**config.mk**
```make
export PLATFORM = sky130hd
export DESIGN_NAME = priority_encoder_drain
export DESIGN_NICKNAME = d
export VERILOG_FILES = /design/src/rtl/priority_encoder_drain.sv
export SDC_FILE = /design/constraint.sdc
export NUM_CORES = 1
export LEC_CHECK = 0
export BUFFER_PORTS_ARGS = -buffer_cell sky130_fd_sc_hd__buf_4
export CAP_MARGIN = 20
export CORE_MARGIN = 8
export CORE_UTILIZATION = 32
export CTS_BUF_LIST = sky130_fd_sc_hd__clkbuf_8
export DETAILED_ROUTE_END_ITERATION = 12
export PLACE_DENSITY = 0.58
export REMOVE_ABC_BUFFERS = 1
export SYNTH_ARGS = -nofsm -noshare
export SYNTH_HDL_FRONTEND = slang
export SYNTH_SLANG_ARGS = --single-unit
```
**constraint.sdc**
```tcl
create_clock -name clk_i -period 3.15 [get_ports clk_i]
set_clock_uncertainty 0.05 [all_clocks]
set_input_delay 0.63 -clock clk_i [delete_from_list [all_inputs] [get_ports clk_i]]
set_output_delay 0.63 -clock clk_i [all_outputs]
set_load 0.01 [all_outputs]
```
**src/rtl/priority_encoder_drain.sv**
```systemverilog
// ---------------------------------------------------------------------------
// priority_encoder_drain
//
// Latches a WIDTH-bit request vector through a valid/ready handshake and
// emits the index of every set bit, one per output handshake, in priority
// order. Each bit is cleared as it is served.
//
// Optional feature (macro PRIORITY_ENCODER_DRAIN_RR_EN):
//   defined   - round-robin selection. The search starts at ptr and wraps.
//               ptr advances past each served index and persists across
//               vectors.
//   undefined - lowest-index-first selection. No ptr register is built.
//
// Ports:
//   clk_i        in   clock, rising edge
//   reset_i      in   synchronous active-high reset
//   vec_valid_i  in   hot_vector_i valid
//   vec_ready_o  out  block can accept a new vector (IDLE)
//   hot_vector_i in   request vector, bit i set = request i pending
//   idx_valid_o  out  idx_o valid (DRAIN)
//   idx_ready_i  in   downstream accepts idx_o
//   idx_o        out  index of currently selected set bit
//   last_o       out  idx_o is the final index of the current vector
//   empty_o      out  one-cycle pulse after an all-zero vector was accepted
// ---------------------------------------------------------------------------
module priority_encoder_drain #(
    parameter int WIDTH = 16,
    parameter int IDX_W = $clog2(WIDTH)
) (
    input  logic             clk_i,
    input  logic             reset_i,
    input  logic             vec_valid_i,
    output logic             vec_ready_o,
    input  logic [WIDTH-1:0] hot_vector_i,
    output logic             idx_valid_o,
    input  logic             idx_ready_i,
    output logic [IDX_W-1:0] idx_o,
    output logic             last_o,
    output logic             empty_o
);

    localparam logic [0:0] IDLE  = 1'b0;
    localparam logic [0:0] DRAIN = 1'b1;

    logic [0:0]       state_q, state_d;
    logic [WIDTH-1:0] pending_q, pending_d;
    logic             empty_q, empty_d;

    logic [WIDTH-1:0] cand;
    logic [WIDTH-1:0] sel_mask;
    logic [IDX_W-1:0] sel_idx;
    logic             found;
    logic             one_left;

`ifdef PRIORITY_ENCODER_DRAIN_RR_EN
    logic [IDX_W-1:0] ptr_q, ptr_d;
    logic [WIDTH-1:0] upper;

    // Bits at or above ptr are preferred. If none of them is pending, the
    // search wraps, which reduces to a plain lowest-first scan of pending.
    always_comb begin
        upper = '0;
        for (int unsigned i = 0; i < WIDTH; i++) begin
            upper[i] = (IDX_W'(i) >= ptr_q);
        end
        cand = pending_q & upper;
        if (cand == '0) begin
            cand = pending_q;
        end
    end
`else
    always_comb begin
        cand = pending_q;
    end
`endif

    // Lowest-set-bit scan of the candidate set.
    always_comb begin
        found    = 1'b0;
        sel_idx  = '0;
        sel_mask = '0;
        for (int unsigned i = 0; i < WIDTH; i++) begin
            if (!found && cand[i]) begin
                found       = 1'b1;
                sel_idx     = IDX_W'(i);
                sel_mask[i] = 1'b1;
            end
        end
    end

    // pending is never zero in DRAIN, so "no second bit" means exactly one.
    assign one_left = ((pending_q & (pending_q - WIDTH'(1))) == '0);

    always_comb begin
        state_d   = state_q;
        pending_d = pending_q;
        empty_d   = 1'b0;
`ifdef PRIORITY_ENCODER_DRAIN_RR_EN
        ptr_d     = ptr_q;
`endif
        case (state_q)
            IDLE: begin
                if (vec_valid_i) begin
                    if (hot_vector_i != '0) begin
                        pending_d = hot_vector_i;
                        state_d   = DRAIN;
                    end else begin
                        empty_d = 1'b1;
                    end
                end
            end
            DRAIN: begin
                if (idx_ready_i) begin
                    pending_d = pending_q & ~sel_mask;
`ifdef PRIORITY_ENCODER_DRAIN_RR_EN
                    ptr_d = (sel_idx == IDX_W'(WIDTH - 1)) ? '0 : sel_idx + IDX_W'(1);
`endif
                    if (one_left) begin
                        state_d = IDLE;
                    end
                end
            end
            default: begin
                state_d = IDLE;
            end
        endcase
    end

    always_ff @(posedge clk_i) begin
        if (reset_i) begin
            state_q   <= IDLE;
            pending_q <= '0;
            empty_q   <= 1'b0;
        end else begin
            state_q   <= state_d;
            pending_q <= pending_d;
            empty_q   <= empty_d;
        end
    end

`ifdef PRIORITY_ENCODER_DRAIN_RR_EN
    always_ff @(posedge clk_i) begin
        if (reset_i) begin
            ptr_q <= '0;
        end else begin
            ptr_q <= ptr_d;
        end
    end
`endif

    assign vec_ready_o = (state_q == IDLE);
    assign idx_valid_o = (state_q == DRAIN);
    assign idx_o       = (state_q == DRAIN) ? sel_idx : '0;
    assign last_o      = (state_q == DRAIN) && one_left;
    assign empty_o     = empty_q;

endmodule

```
After elaboration in Yosys (flattened, before gate mapping)
Cells that the tools add are included.
{"block": "totals", "regBits": 18, "in_bits": 20, "output_inout_bits": 8}
{"block": "classes", "add_sub_neg": 1, "eq_ne": 3, "mux": 56, "bitwise": 5, "n_reduce_logical": 35}
{"operator": "$mux 4", "count": 15}
{"operator": "$mux 16", "count": 3}
{"operator": "$mux 1", "count": 36}
{"operator": "$and 16x16->16", "count": 2}
{"operator": "$pmux 16 s2", "count": 1}
{"operator": "$logic_and 1x1->1", "count": 16}
{"operator": "$logic_not 16->1", "count": 1}
{"operator": "$not 16->16", "count": 1}
{"operator": "$reduce_bool 16->1", "count": 1}
{"operator": "$sub 16x1->16 const B", "count": 1}
{"operator": "$logic_not 1->1", "count": 15}
{"operator": "$ne 2x2->1 const B", "count": 2}
{"operator": "$reduce_and 3->1", "count": 1}
{"operator": "$reduce_or 3->1", "count": 1}
{"operator": "$ne 2x1->1 const B", "count": 1}
{"operator": "$not 1->1", "count": 2}
{"operator": "$pmux 1 s2", "count": 1}

Logic depth before layout (Yosys ltp)
Gate-level depths: netlist of run 1.
{"block": "logic_depth", "ltp_word": 50, "mapped_depth": 6, "mapped_depth_nobuf": 5}

Worst setup path after synthesis of run 1
OpenSTA, ideal clock, no wires.
{"block": "synth_timing", "path_type": "register to output", "from": "register pending_q[0], in the netlist cand[0]", "to": "output port last_o", "arrival_ps": 2068, "path_slack_ps": 402, "path_stages_with_launch": 7, "n_path_buf": 1, "cell_sequence": "dfxtp_1 buf_6 or4_4 or3_4 maj3_2 nor4b_2 and2_1"}
{"block": "synth_via", "elab_chain_cells": 4}
{"element": "start, declared", "line": "46", "source": "logic [WIDTH-1:0] pending_q, pending_d;"}
{"element": "start signal, assigned", "line": "136", "source": "pending_q <= pending_d;"}
{"element": "$sub 16x1->16", "line": "92", "source": "assign one_left = ((pending_q & (pending_q - WIDTH'(1))) == '0);"}
{"element": "$and 16x16->16 (*)", "line": "92"}
{"element": "$logic_not 16->1 (*)", "line": "92"}
{"element": "$logic_and 1x1->1 (*)", "line": "154", "source": "assign last_o = (state_q == DRAIN) && one_left;"}
{"element": "end, declared", "line": "38", "source": "output logic last_o,"}
Every way passes the cells marked *; elsewhere a longest branch is shown, timed or not.

Worst setup path in the final report of run 1
{"block": "layout_timing", "from": "register pending_q[1], in the netlist cand[1]", "to": "output port last_o"}
Same word-level chain as after synthesis.

==> results, run 1 <==
- The number of cells produced by synthesis is roughly 170.
- The placed wire-length estimate is 2.84 mm.
- The total global-route track usage is 12.8%.
- The net switching power is about 0.26 mW.
- The count of nets left with antenna violations once routing finished came out at 0.
- The number of cell rows is 22.
- At the pin with the least slew margin, the transition time is roughly 600 ps.
- Summing the sequential cell areas from Yosys gives 30.3% of the chip area.
- The critical path data arrival time is approximately 2400 ps.
- The count of hold buffers inserted by post-cts repair is 0.
- The synthesized netlist contains 37 unique library cells.
- The number of antenna violations at the first check in global routing is 0.
- The met2 capacity usage during global routing is between 20 and 25%.
- The power per unit of standard cell area is around 480 nW/um^2.
- The average detailed-routed wire length per instance is about 16 um.
- In this run the tool buffered the top-level ports with 27 buffer cells.
- The post-synthesis area per instance is slightly above 7 sq um.
- The hold slack is 477 ps.
- The via count of the first global-routing pass came to 1299.
- The TritonCTS clock tree is built.
- The largest stage delay on the critical path is 570 ps.
- In the global route stage, met1 resource usage came out at between 15 and 20%.
- The run finished with clean final reports.
- The floorplan step set the die height to roughly 77 um.
- The clock root buffer is sky130_fd_sc_hd__clkbuf_8.
- The internal power of the cells totals between 0.4 and 0.5 mW.
- The type of destination of the critical path is an output port.
- In this run the number of H-tree levels came out at 1.
- STA puts the critical path data required time at approximately 2500 ps.
- The static leakage is between 0.6 and 0.7 nW.
- Derived from the worst setup path, the maximum achievable clock frequency is 322 MHz.
- The area growth from synthesis to layout is 29.5%.
- The clock latency at the later pin of the worst-skew pair is approximately 260 ps.
- Excluding fillers, the count of instances in the completed layout stands at approximately 240.
- Setup repair after global routing could not meet its margin everywhere.
- The maximum clock insertion buffer count is 2.
- The register bit total from synthesis is 18.
- The final weighted congestion in routability-driven placement is roughly 0.90.
- The total number of vias is 1364.
- The first global-routing pass estimated 6.28 mm of wire.
- The cell type of the slowest stage on the worst timing path is sky130_fd_sc_hd__or4_4.
- Clock-pin slew was measured on the worst setup and hold paths at 70 ps.
- The hold violation count in the final report is 0.
- The largest fanout on the critical path is 8.
- The number of iterations in the first detailed-routing pass is 4.
- The total power is between 0.7 and 0.8 mW.
- The floorplan step defined a die boundary enclosing ~5900 sq um.
- The switching power share of the total is 35.7%.
- The final number of setup-violating endpoints is 0.
- For this configuration, the core starts out at a cell density of 33.0%.
- met2 is the most crowded layer.
- The share of the cycle needed by the critical path after routing is approximately 100%.
- The number of design rule violations left after detail routing is 0.
- For this design, the sink count on the clock tree is 18.
- The utilization of the core after routing is 42.7%.
- After the first detailed-routing iteration, the DRC count stood at approximately 110.
- The signal on the critical path passes through or4_4 -> or3_4 -> maj3_2 -> nor4b_4 -> and2_1 -> buf_4.
- The die is 77.0 um wide.
- The final count of pins violating max slew is 0.
- The maximum resistive drop on vdd is 126 uV.
- The antenna diode instance count is 0.
- The worst setup path is launched from a flop.
- In this run, the combinational gates consume around 40% of the power.
- The category of the critical setup timing path is flop to output port.
- In this run the standard cell core region covers ~3600 sq um.
- In the final layout, the share of cells above drive strength 1 is between 20% and 30%.
- The tool flagged a number of max-cap violations equal to 0.
- The clock group share of total power is a little under a quarter.
- The final critical delay including setup and external delays is just over 3000 ps.
- The number of warnings issued by yosys is 0.
- The I/O pin count is 28.
- The area of the mapped netlist is 1190 sq um.
- The proportion of power drawn by flip-flops and latches is between 30% and 40%.
- After global routing the overflow that remains totals 0.
- The worst relative slew slack is about three fifths.
- For met3 alone, demand over resource in global routing was ~1.9%.
- The CTS buffer count is 3.
- Using the TritonRoute via totals, the vias-per-cell ratio works out to approximately 5.6.
- The tightest min-delay check is of the flop to flop type.
- The maximum number of pins on one net before global-route repair is 19.
- The final routed wirelength across all metal layers is 3.78 mm.
- In this run, placement finished with an instance count of about 240.
- For this run, the post-layout net count is ~220.
## synthesized netlist by cell type, drive strengths merged
| cell type | n | area, sq um |
|---|---|---|
| a211oi | 4 | 30.0 |
| a21oi | 19 | 95.1 |
| a22o | 1 | 8.76 |
| a22oi | 1 | 7.51 |
| a2bb2oi | 2 | 17.5 |
| a41oi | 2 | 17.5 |
| and2 | 4 | 27.5 |
| and3 | 2 | 12.5 |
| and4b | 1 | 10.0 |
| buf | 3 | 21.3 |
| clkbuf | 7 | 26.3 |
| dfxtp | 18 | 360 |
| inv | 2 | 7.51 |
| maj3 | 2 | 21.3 |
| mux2 | 1 | 11.3 |
| nand2 | 18 | 67.6 |
| nand2b | 2 | 12.5 |
| nand4 | 1 | 6.26 |
| nand4b | 1 | 8.76 |
| nor2 | 20 | 75.1 |
| nor2b | 3 | 18.8 |
| nor3 | 6 | 30.0 |
| nor4 | 9 | 56.3 |
| nor4b | 1 | 15.0 |
| o21a | 3 | 22.5 |
| o21ai | 19 | 95.1 |
| o21ba | 1 | 10.0 |
| o21bai | 1 | 7.51 |
| o22ai | 3 | 18.8 |
| o32a | 1 | 10.0 |
| or3 | 3 | 23.8 |
| or4 | 4 | 37.5 |
## power by group through the flow
stage / Combinational [mW] / Clock, mW / Sequential (mW)
2_1_floorplan: 0.165 / 0 / 0.277
3_3_place_gp: 0.273 / 0 / 0.276
4_1_cts: 0.283 / 0.173 / 0.273
5_1_grt: 0.319 / 0.183 / 0.278
3_5_place_dp: 0.274 / 0 / 0.278
6_report: 0.292 / 0.173 / 0.274
## cell type report
cell class	instances	area, sq um
fill	384	2060
multi-input combinational	135	791
sequential	18	372
timing repair buffer	36	270
tap	48	60.1
clock buffer	3	41.3
inverter	2	7.51
## per-layer routing
| layer | share of wire, % | wire length (um) |
|---|---|---|
| met1 | 42 | 1600 |
| met2 | 50 | 1900 |
| met3 | 5.4 | 206 |
| met5 | 0 | 0 |
| met4 | 2.0 | 77 |
## layout by cell type (no fill, tap or decap), types with 3 or more instances in the layout
master                     count
sky130_fd_sc_hd__clkbuf_8      3
sky130_fd_sc_hd__nor2_1       20
sky130_fd_sc_hd__o22ai_1       3
sky130_fd_sc_hd__nor4_1        9
sky130_fd_sc_hd__nand2_1      18
sky130_fd_sc_hd__buf_4        36
sky130_fd_sc_hd__a21oi_1      19
sky130_fd_sc_hd__nor2b_1       3
sky130_fd_sc_hd__dfxtp_2       3
sky130_fd_sc_hd__a211oi_1      4
sky130_fd_sc_hd__or4_4         4
sky130_fd_sc_hd__nor3_1        6
sky130_fd_sc_hd__dfxtp_1      13
sky130_fd_sc_hd__o21ai_0      18
sky130_fd_sc_hd__o21a_1        3
## path summary, 6_finish.rpt
kind                            slack, ps  startpoint  depth (start not counted)           to
worst min-delay path                  480     cand[6]                          2      cand[6]
worst max register to register        990     cand[1]                          5  idx_valid_o
worst min register to register        480     cand[6]                          2      cand[6]
worst max-delay path                   40     cand[1]                          6       last_o
## cells by family (layout without fill, tap and decap cells)
logic type | count (synthesis) | count (layout) | share of synthesized area, %
multiplexers | 1 | 1 | 0.946
AO/OA/AOI/OAI | 57 | 57 | 28.6
adder cells (fa/ha/maj) | 2 | 2 | 1.79
AND/OR/NAND/NOR | 75 | 75 | 33.8
buffers and inverters | 12 | 41 | 4.63
flip-flops | 18 | 18 | 30.3
## flip-flops by register name, indices dropped and copies added (netlist names)
name	flops
cand	16
empty_o	1
idx_valid_o	1
## critical path: cells and delay by family, from the launching register on
kind | cells | cell delay, ps
flip-flops | 1 | 370
buffers and inverters | 1 | 110
AND/OR/NAND/NOR | 4 | 1330
adder cells (fa/ha/maj) | 1 | 340
## timing repair
item                                    in CTS  in global routing
gates resized for setup                      4                  7
pin swaps                                    0                  3
cloned                                       0                  0
hold endpoints to repair                     0                  0
endpoints found under the setup margin       1                  1
buffers inserted                             0                  2
## stage by stage
step,setup TNS (ps),worst slack (ps),cell area (sq um)
after detailed placement,0,252,1460
after global routing,-17.8,-17.8,1540
after global placement,0,274,1460
after floorplan,0,448,1140
final,0,43.5,1540
after CTS,0,16.2,1510
Note: power is estimated with default switching activity, not from simulation.
==> run 2: changes to the inputs <==
--- a/config.mk
+++ b/config.mk
@@ -5,6 +5,7 @@
 export SDC_FILE = /design/constraint.sdc
 export NUM_CORES = 1
 export LEC_CHECK = 0
+export ABC_AREA = 1
 export BUFFER_PORTS_ARGS = -buffer_cell sky130_fd_sc_hd__buf_4
 export CAP_MARGIN = 20
 export CORE_MARGIN = 8
==> run 2 against run 1 <==
  * Global-route usage increased by 0.16 points
  * Final area increased by 4.1%
  * Register-to-register slack improved by 410 ps
  * Utilization decreased by 2.6 points
  * Largest power group unchanged
==> results, run 2 <==
- The run finished with clean final reports.
- In this design, the largest share of critical-path delay is due to simple AND/OR/NAND/NOR gates.
- The clock latency at the later pin of the worst-skew pair came to 250 ps (about the same).
- The hold violation count in the final report was 0 (unchanged).
- The share of the cycle needed by the critical path after routing came to 82.0% (-17 points).
- The top cell type's share of synthesized area is 27.3% (-3.0 points).
- The maximum resistive drop on vdd was 182 uV (+44%).
- In the layout the commonest cells are 49 x sky130_fd_sc_hd__nand2_1, 33 x sky130_fd_sc_hd__nor2_1, 31 x sky130_fd_sc_hd__nand3_1, 28 x sky130_fd_sc_hd__buf_4.
- The area of the die is 6440 sq um (+8.6%).
- The area of the mapped netlist is 1320 sq um (+11%).
- The total of max-cap violations came to 0 (unchanged).
- The hold slack came to 456 ps (-21.1 ps).
- The wire length of the first global-routing pass is 6.77 mm (+7.8%).
- The proportion of power drawn by flip-flops and latches is 36.1% (-1.0 points).
- The number of iterations in the first detailed-routing pass is 4 (unchanged).
- Sorting the synthesized cells by area gives the leading types as sky130_fd_sc_hd__dfxtp_1 27%, sky130_fd_sc_hd__nand2_1 14%, sky130_fd_sc_hd__nand3_1 12%.
- The clock-pin slew of the registers on the worst-case setup and hold paths came to 70 ps (about the same).
- The setup TNS is 0 ps (unchanged).
- The I/O pin count was 28 (unchanged).
- The number of routed nets with antenna violations is 0 (unchanged).
- The count of cell types in the netlist is 27 (-27%).
- The count of buffers from port buffering was 27 (unchanged).
- The count of hold buffers inserted by post-cts repair is 0 (unchanged).
- The final number of setup-violating endpoints is 0 (unchanged).
- The number of design-rule violations left by the first detailed-router iteration is 103 (-8.8%).
- The number of cells produced by synthesis came to 219 (+33%).
- The final count of pins violating max slew is 0 (unchanged).
- The final weighted congestion in routability-driven placement is 0.819 (-9.1%).
- The number of antenna violations at the first check in global routing is 0 (unchanged).
- The aggregate global routing overflow is 0 (unchanged).
- The worst hold path class is flop to flop.
- The count of placed standard cells including taps is 289 (+22%).
- The timing-limited maximum frequency is 387 MHz (+20%).
- The data required time at the worst endpoint is 2470 ps (about the same).
- The total power came to 0.750 mW (+1.4%).
- The CTS buffer count is 3 (unchanged).
- The maximum number of pins on one net before global-route repair was 27 (+8).
- The post-cts sizing count came to 0 (-4).
- The power per unit of standard cell area was 467 nW/um^2 (-2.6%).
- The initial standard-cell utilization of the core is 33.0% (about the same).
- The count of placed standard cells in the final layout, fillers left out is 293 (+21%).
- The critical path is of the flop to output port type.
- The CTS sink count is 18 (unchanged).
- The final routed wirelength across all metal layers is 3.95 mm (+4.6%).
- The worst-margin pin slew was 621 ps (+19.9 ps).
- The clock group share of total power came to 26.0% (+2.6 points).
- The setup fix buffers added after clock tree synthesis came to 0 (unchanged).
- The TritonCTS clock tree is built.
- The switching power share of the total is 38.2% (+2.5 points).
- The total global-route track usage came to 12.9% (+0.16 points).
- The async set or reset register ratio after synthesis is 0% (unchanged).
- The worst relative slew slack is 58.5% (-1.1 points).
- The placed wire-length estimate is 2.98 mm (+4.8%).
- The count of flip-flops with a built-in enable after synthesis is 0 (unchanged).
- The post-synthesis area per instance is 6.03 sq um (-16%).
- The maximum clock insertion buffer count is 2 (unchanged).
- The H-tree depth is 1 (unchanged).
- The number of flip-flops under the largest register name is 16 (unchanged).
- The number of warnings issued by yosys is 0 (unchanged).
- The antenna diode instance count is 0 (unchanged).
- The clock root buffer is sky130_fd_sc_hd__clkbuf_8.
- The most numerous cell type found on the critical path is sky130_fd_sc_hd__nor2_1.
- The internal power consumption is 0.463 mW (-2.5%).
- The net switching power came to 0.286 mW (+8.4%).
- The number of cell rows is 23 (+4.5%).
- The worst setup path is captured at an output port.
- For this run, the leading register cell type out of synthesis is sky130_fd_sc_hd__dfxtp_1.
- The placeable core area is 4000 sq um (+11%).
- The critical path data arrival time is 1900 ps (-530 ps).
- The number of design rule violations left after detail routing is 0 (unchanged).
- The largest stage delay on the critical path is 370 ps (-200 ps).
- The average detailed-routed wire length per instance is 13.5 um (-14%).
- The commonest non-fill, non-tap cell in the layout is sky130_fd_sc_hd__nand2_1.
- The largest area contributor in the synthesized netlist is sky130_fd_sc_hd__dfxtp_1.
- Among all stages on the critical path, the largest delay is contributed by sky130_fd_sc_hd__dfxtp_1.
- The most common cell in the synthesized netlist is sky130_fd_sc_hd__nand2_1.
- The combinational cell fraction of total power was 38.0% (-1.5 points).
- The floorplan die width came to 80.2 um (+4.2%).
- The worst path buffer plus inverter count came to 1 (unchanged).
- The static leakage is 0.734 nW (+21%).
- The fraction of layout cells with a size suffix above 1 is 18.5% (-9.8 points).
- The final-stage net count was 264 (+22%).
- The via count of the first global-routing pass is 1514 (+17%).
- In the synthesized netlist, the cells that appear most often are 49 x sky130_fd_sc_hd__nand2_1, 33 x sky130_fd_sc_hd__nor2_1, 31 x sky130_fd_sc_hd__nand3_1.
- The post-synthesis to final-layout area growth is 21.6%.
- The critical path goes through nor2_4 -> nand2_4 -> nor2_8 -> nor2_1 -> nor2_1 -> nand3_1 -> nor2_2 -> nand2_1 -> nor2_1 -> buf_4.
- The worst setup path is launched from a flop.
- The final critical delay including setup and external delays is 2580 ps (-525 ps).
- The y dimension of the die is 80.2 um (+4.2%).
- The part of the Yosys area used for sequential elements is 27.3% (-3.0 points).
- Setup repair after global routing left no endpoint under its margin.
- The largest fanout on the critical path was 10 (+2).
- The via density per instance is 5.17 (-8.2%).
- The total number of vias came to 1516 (+11%).
- The register bit total from synthesis is 18 (unchanged).
run 2: logic make-up (layout without fill, tap and decap cells):
logic type,Yosys count,after routing,share of synthesized area (%)
simple gates,136,136,48.4
buf+inv,25,49,8.06
compound gates,40,40,16.2
flops,18,18,27.3
run 2: stage by stage:
stage	worst slack [ps]	instance area, sq um	util (%)
floorplan	1140	1280	-
global placement	627	1550	38.8
detailed placement	668	1550	38.8
CTS	573	1610	40.1
global route	438	1610	40.1
finish	568	1610	40.1
run 2: cell type report:
class	count	area (sq um)
sequential	18	360
inverter	17	63.8
clock buffer	4	55.1
tap	50	62.6
fill	442	2390
multi-input combinational	176	853
timing repair buffer	28	210
run 2: power by group through the flow:
stage	Sequential [mW]	Combinational, mW	Clock [mW]
2_1_floorplan	0.273	0.194	0
3_5_place_dp	0.275	0.284	0
6_report	0.270	0.285	0.195
3_3_place_gp	0.276	0.286	0
4_1_cts	0.270	0.285	0.197
5_1_grt	0.274	0.322	0.205
run 2: layer usage:
metal	GRT usage [%]	share of wire, %
met5	0	0
met4	7.45	3.2
met3	1.90	5.1
met2	19.7	44
met1	16.8	48
run 2: final timing paths:
kind / from / endpoint / slack, ps / depth (start not counted)
max: cand[0] / last_o / 570 / 10
max reg2reg: cand[0] / idx_valid_o / 1400 / 10
min: cand[15] / cand[15] / 460 / 2
min reg2reg: cand[15] / cand[15] / 460 / 2
run 2: worst min-delay path, cell delays in order, from the launching register on:
cell and delay, ps:
sky130_fd_sc_hd__dfxtp_1 330, sky130_fd_sc_hd__nand3_1 80, sky130_fd_sc_hd__a21oi_1 60
==> run 3: changes to the inputs <==
==> constraint.sdc (replaced) <==
create_clock -name clk_i -period 2.6 [get_ports clk_i]
set_clock_uncertainty 0.05 [all_clocks]
set_input_delay 0.52 -clock clk_i [delete_from_list [all_inputs] [get_ports clk_i]]
set_output_delay 0.52 -clock clk_i [all_outputs]
set_load 0.01 [all_outputs]
==> run 3 against run 2 <==
  * Sequential power is 24% higher
  * Utilization is 0.53 points higher
  * Critical path depth stayed put
  * Cell count is 1.0% higher
  * First-iteration DRC count is 38% higher
  * Worst hold slack hardly changed
  * Largest cell class unchanged
==> results, run 3 (synthesis gave the netlist of run 2 again) <==
- The hold slack is 456 ps (+0.185 ps).
- The area of the die came to 6440 sq um (unchanged).
- The utilization of the core after routing is 40.7% (+0.53 points).
- The total power is 0.886 mW (+18%).
- The maximum resistive drop on vdd is 156 uV (-14%).
- The timing-limited maximum frequency is slightly above 400 MHz.
- The maximum number of pins on one net before global-route repair is 27 (unchanged).
- The CTS buffer count is 3 (unchanged).
- The number of flip-flops under the largest register name is 16 (unchanged).
- Traced cell by cell, the critical path runs through nor2_4 -> nand2_4 -> nor2_8 -> nand2_1 -> nand2_1 -> nand3_1 -> nor2_2 -> nand2_1 -> nor2_1 -> buf_4.
- The clock latency at the later pin of the worst-skew pair came to 260 ps (about the same).
- The placeable core area is 4000 sq um (unchanged).
- The proportion of power drawn by flip-flops and latches was 37.7% (+1.6 points).
- The data required time at the worst endpoint is 2030 ps (-440 ps).
- The worst hold path class is flop to flop.
- By instance count, the cell type seen most on the critical path is sky130_fd_sc_hd__nand2_1.
- The via count of the first global-routing pass is 1553 (+2.6%).
- The y dimension of the die was 80.2 um (unchanged).
- The library cell used most frequently in the layout, excluding fill and tap cells, is sky130_fd_sc_hd__nand2_1.
- The count of buffers from port buffering is 27 (unchanged).
- The area of the multi-input gates is 865 sq um (+1.3%).
- The aggregate global routing overflow is 0 (unchanged).
- The number of design rule violations left after detail routing was 0 (unchanged).
- The via density per instance came to 5.15 (-0.43%).
- In the layout the commonest cells are 49 x sky130_fd_sc_hd__nand2_1, 33 x sky130_fd_sc_hd__nor2_1, 31 x sky130_fd_sc_hd__nand3_1, 31 x sky130_fd_sc_hd__buf_4, 18 x sky130_fd_sc_hd__a21oi_1.
- The hold violation count in the final report is 0 (unchanged).
- The number of cell rows is 23 (unchanged).
- The final critical delay including setup and external delays is between 2000 and 2500 ps.
- TritonCTS built the clock tree.
- The launching element type of the critical path is a flop.
- The net switching power is 0.350 mW (+22%).
- The switching power share of the total is 39.5% (+1.3 points).
- The type of destination of the critical path is an output port.
- The clock group share of total power is 23.1% (-2.9 points).
- Of the available clock period, the critical path in the final layout requires a little over 90%.
- The antenna diode instance count is 0 (unchanged).
- The fraction of layout cells with a size suffix above 1 came to 19.9% (+1.4 points).
- The worst-margin pin slew came to 557 ps (-64.3 ps).
- The largest stage delay on the critical path is 390 ps (+20 ps).
- The placed wire-length estimate is 3.12 mm (+4.7%).
- The total number of vias is 1525 (+0.59%).
- The number of iterations in the first detailed-routing pass is 4 (unchanged).
- The flip-flop and latch area came to 362 sq um (+0.35%).
- The tree is rooted in a sky130_fd_sc_hd__clkbuf_8.
- The worst relative slew slack is 62.8% (+4.3 points).
- The I/O pin count was 28 (unchanged).
- The internal power consumption is 0.536 mW (+16%).
- The combinational cell fraction of total power is 39.2% (+1.2 points).
- The clock-pin slew of the registers on the worst-case setup and hold paths is 70 ps (about the same).
- The final number of setup-violating endpoints was 0 (unchanged).
- The final count of pins violating max slew was 0 (unchanged).
- The final weighted congestion in routability-driven placement came to 0.844 (+3.1%).
- The dominant delay contributor by cell family on the critical path is simple AND/OR/NAND/NOR gates.
- The average detailed-routed wire length per instance is 13.6 um (+0.69%).
- The wire length of the first global-routing pass is 6.95 mm (+2.7%).
- The floorplan die width is 80.2 um (unchanged).
- The fill cell total of the finished layout is 449 (+1.6%).
- The final-stage net count is 268 (+1.5%).
- The final routed wirelength across all metal layers is 4.02 mm (+1.7%).
- The count of hold buffers inserted by post-cts repair is 0 (unchanged).
- The post-synthesis to final-layout area growth is 23.2%.
- The number of antenna violations at the first check in global routing is 0 (unchanged).
- The largest fanout on the critical path was 10 (unchanged).
- The static leakage is 0.745 nW (+1.6%).
- The maximum clock insertion buffer count was 2 (unchanged).
- The total global-route track usage is 13.6% (+0.65 points).
- The setup fix buffers added after clock tree synthesis was 0 (unchanged).
- The number of design-rule violations left by the first detailed-router iteration was 142 (+38%).
- The critical path data arrival time is 1840 ps (-60 ps).
- The category of the critical setup timing path is flop to output port.
- The H-tree depth is 1 (unchanged).
- The total of max-cap violations is 0 (unchanged).
- The worst path buffer plus inverter count was 1 (unchanged).
- The CTS sink count is 18 (unchanged).
- The cell type of the slowest stage on the worst timing path is sky130_fd_sc_hd__dfxtp_1.
- The number of routed nets with antenna violations is 0 (unchanged).
- The initial standard-cell utilization of the core is 33.0% (unchanged).
- The power per unit of standard cell area came to 545 nW/um^2 (+17%).
- The flow ran to the end, and the final reports show no timing, DRC or antenna violations.
- The post-cts sizing count is 0 (unchanged).
[run 3: changes by cell type in the layout (fill, tap and decap cells not counted), sizes merged]
cell    previous run  this run
nor2              39        40
buf               28        31
clkbuf             4         3
[run 3: area by class of cell]
type	count	area share (%)
clock buffers	3	2.54
inverters	17	3.92
multi-input cells	177	53.2
flip-flops and latches	18	22.2
well taps	50	3.85
repair buffers	31	14.3
[run 3: per-stage QoR]
stage	setup WS, ps	setup TNS, ps	area [sq um]	cells
2_1_floorplan	695	0	1280	211
3_3_place_gp	394	0	1570	292
3_5_place_dp	423	0	1570	292
4_1_cts	123	0	1610	295
5_1_grt	-0.789	-0.789	1630	296
6_report	188	0	1630	296
[run 3: layer usage]
layer / share of wire (%) / track usage (%) / wire length [um] / vias up
li1: - / - / - / 795
met1: 47 / 16.5 / 1910 / 678
met2: 45 / 22.3 / 1800 / 45
met3: 5.3 / 2.34 / 215 / 7
met4: 2.5 / 6.91 / 99 / 0
met5: 0 / 0 / 0 / -
[run 3: worst min-delay path, stage by stage, from the launching register on]
cell                      delay (ps)
sky130_fd_sc_hd__dfxtp_1         330
sky130_fd_sc_hd__nand3_1          80
sky130_fd_sc_hd__a21oi_1          60
[run 3: power by group through the flow]
stage                     Combinational, mW  Clock (mW)  Sequential (mW)
after floorplan                       0.235           0            0.331
after global placement                0.348           0            0.338
after detailed placement              0.345           0            0.338
after CTS                             0.346       0.207            0.331
after global routing                  0.396       0.214            0.339
final                                 0.347       0.205            0.334
[run 3: path summary, 6_finish.rpt]
kind                                   from  endpoint  slack, ps  cells past startpoint
worst max register to register  idx_valid_o   cand[7]        870                      5
worst min-delay path               cand[15]  cand[15]        460                      2
worst min register to register     cand[15]  cand[15]        460                      2
worst max-delay path                cand[0]    last_o        190                     10
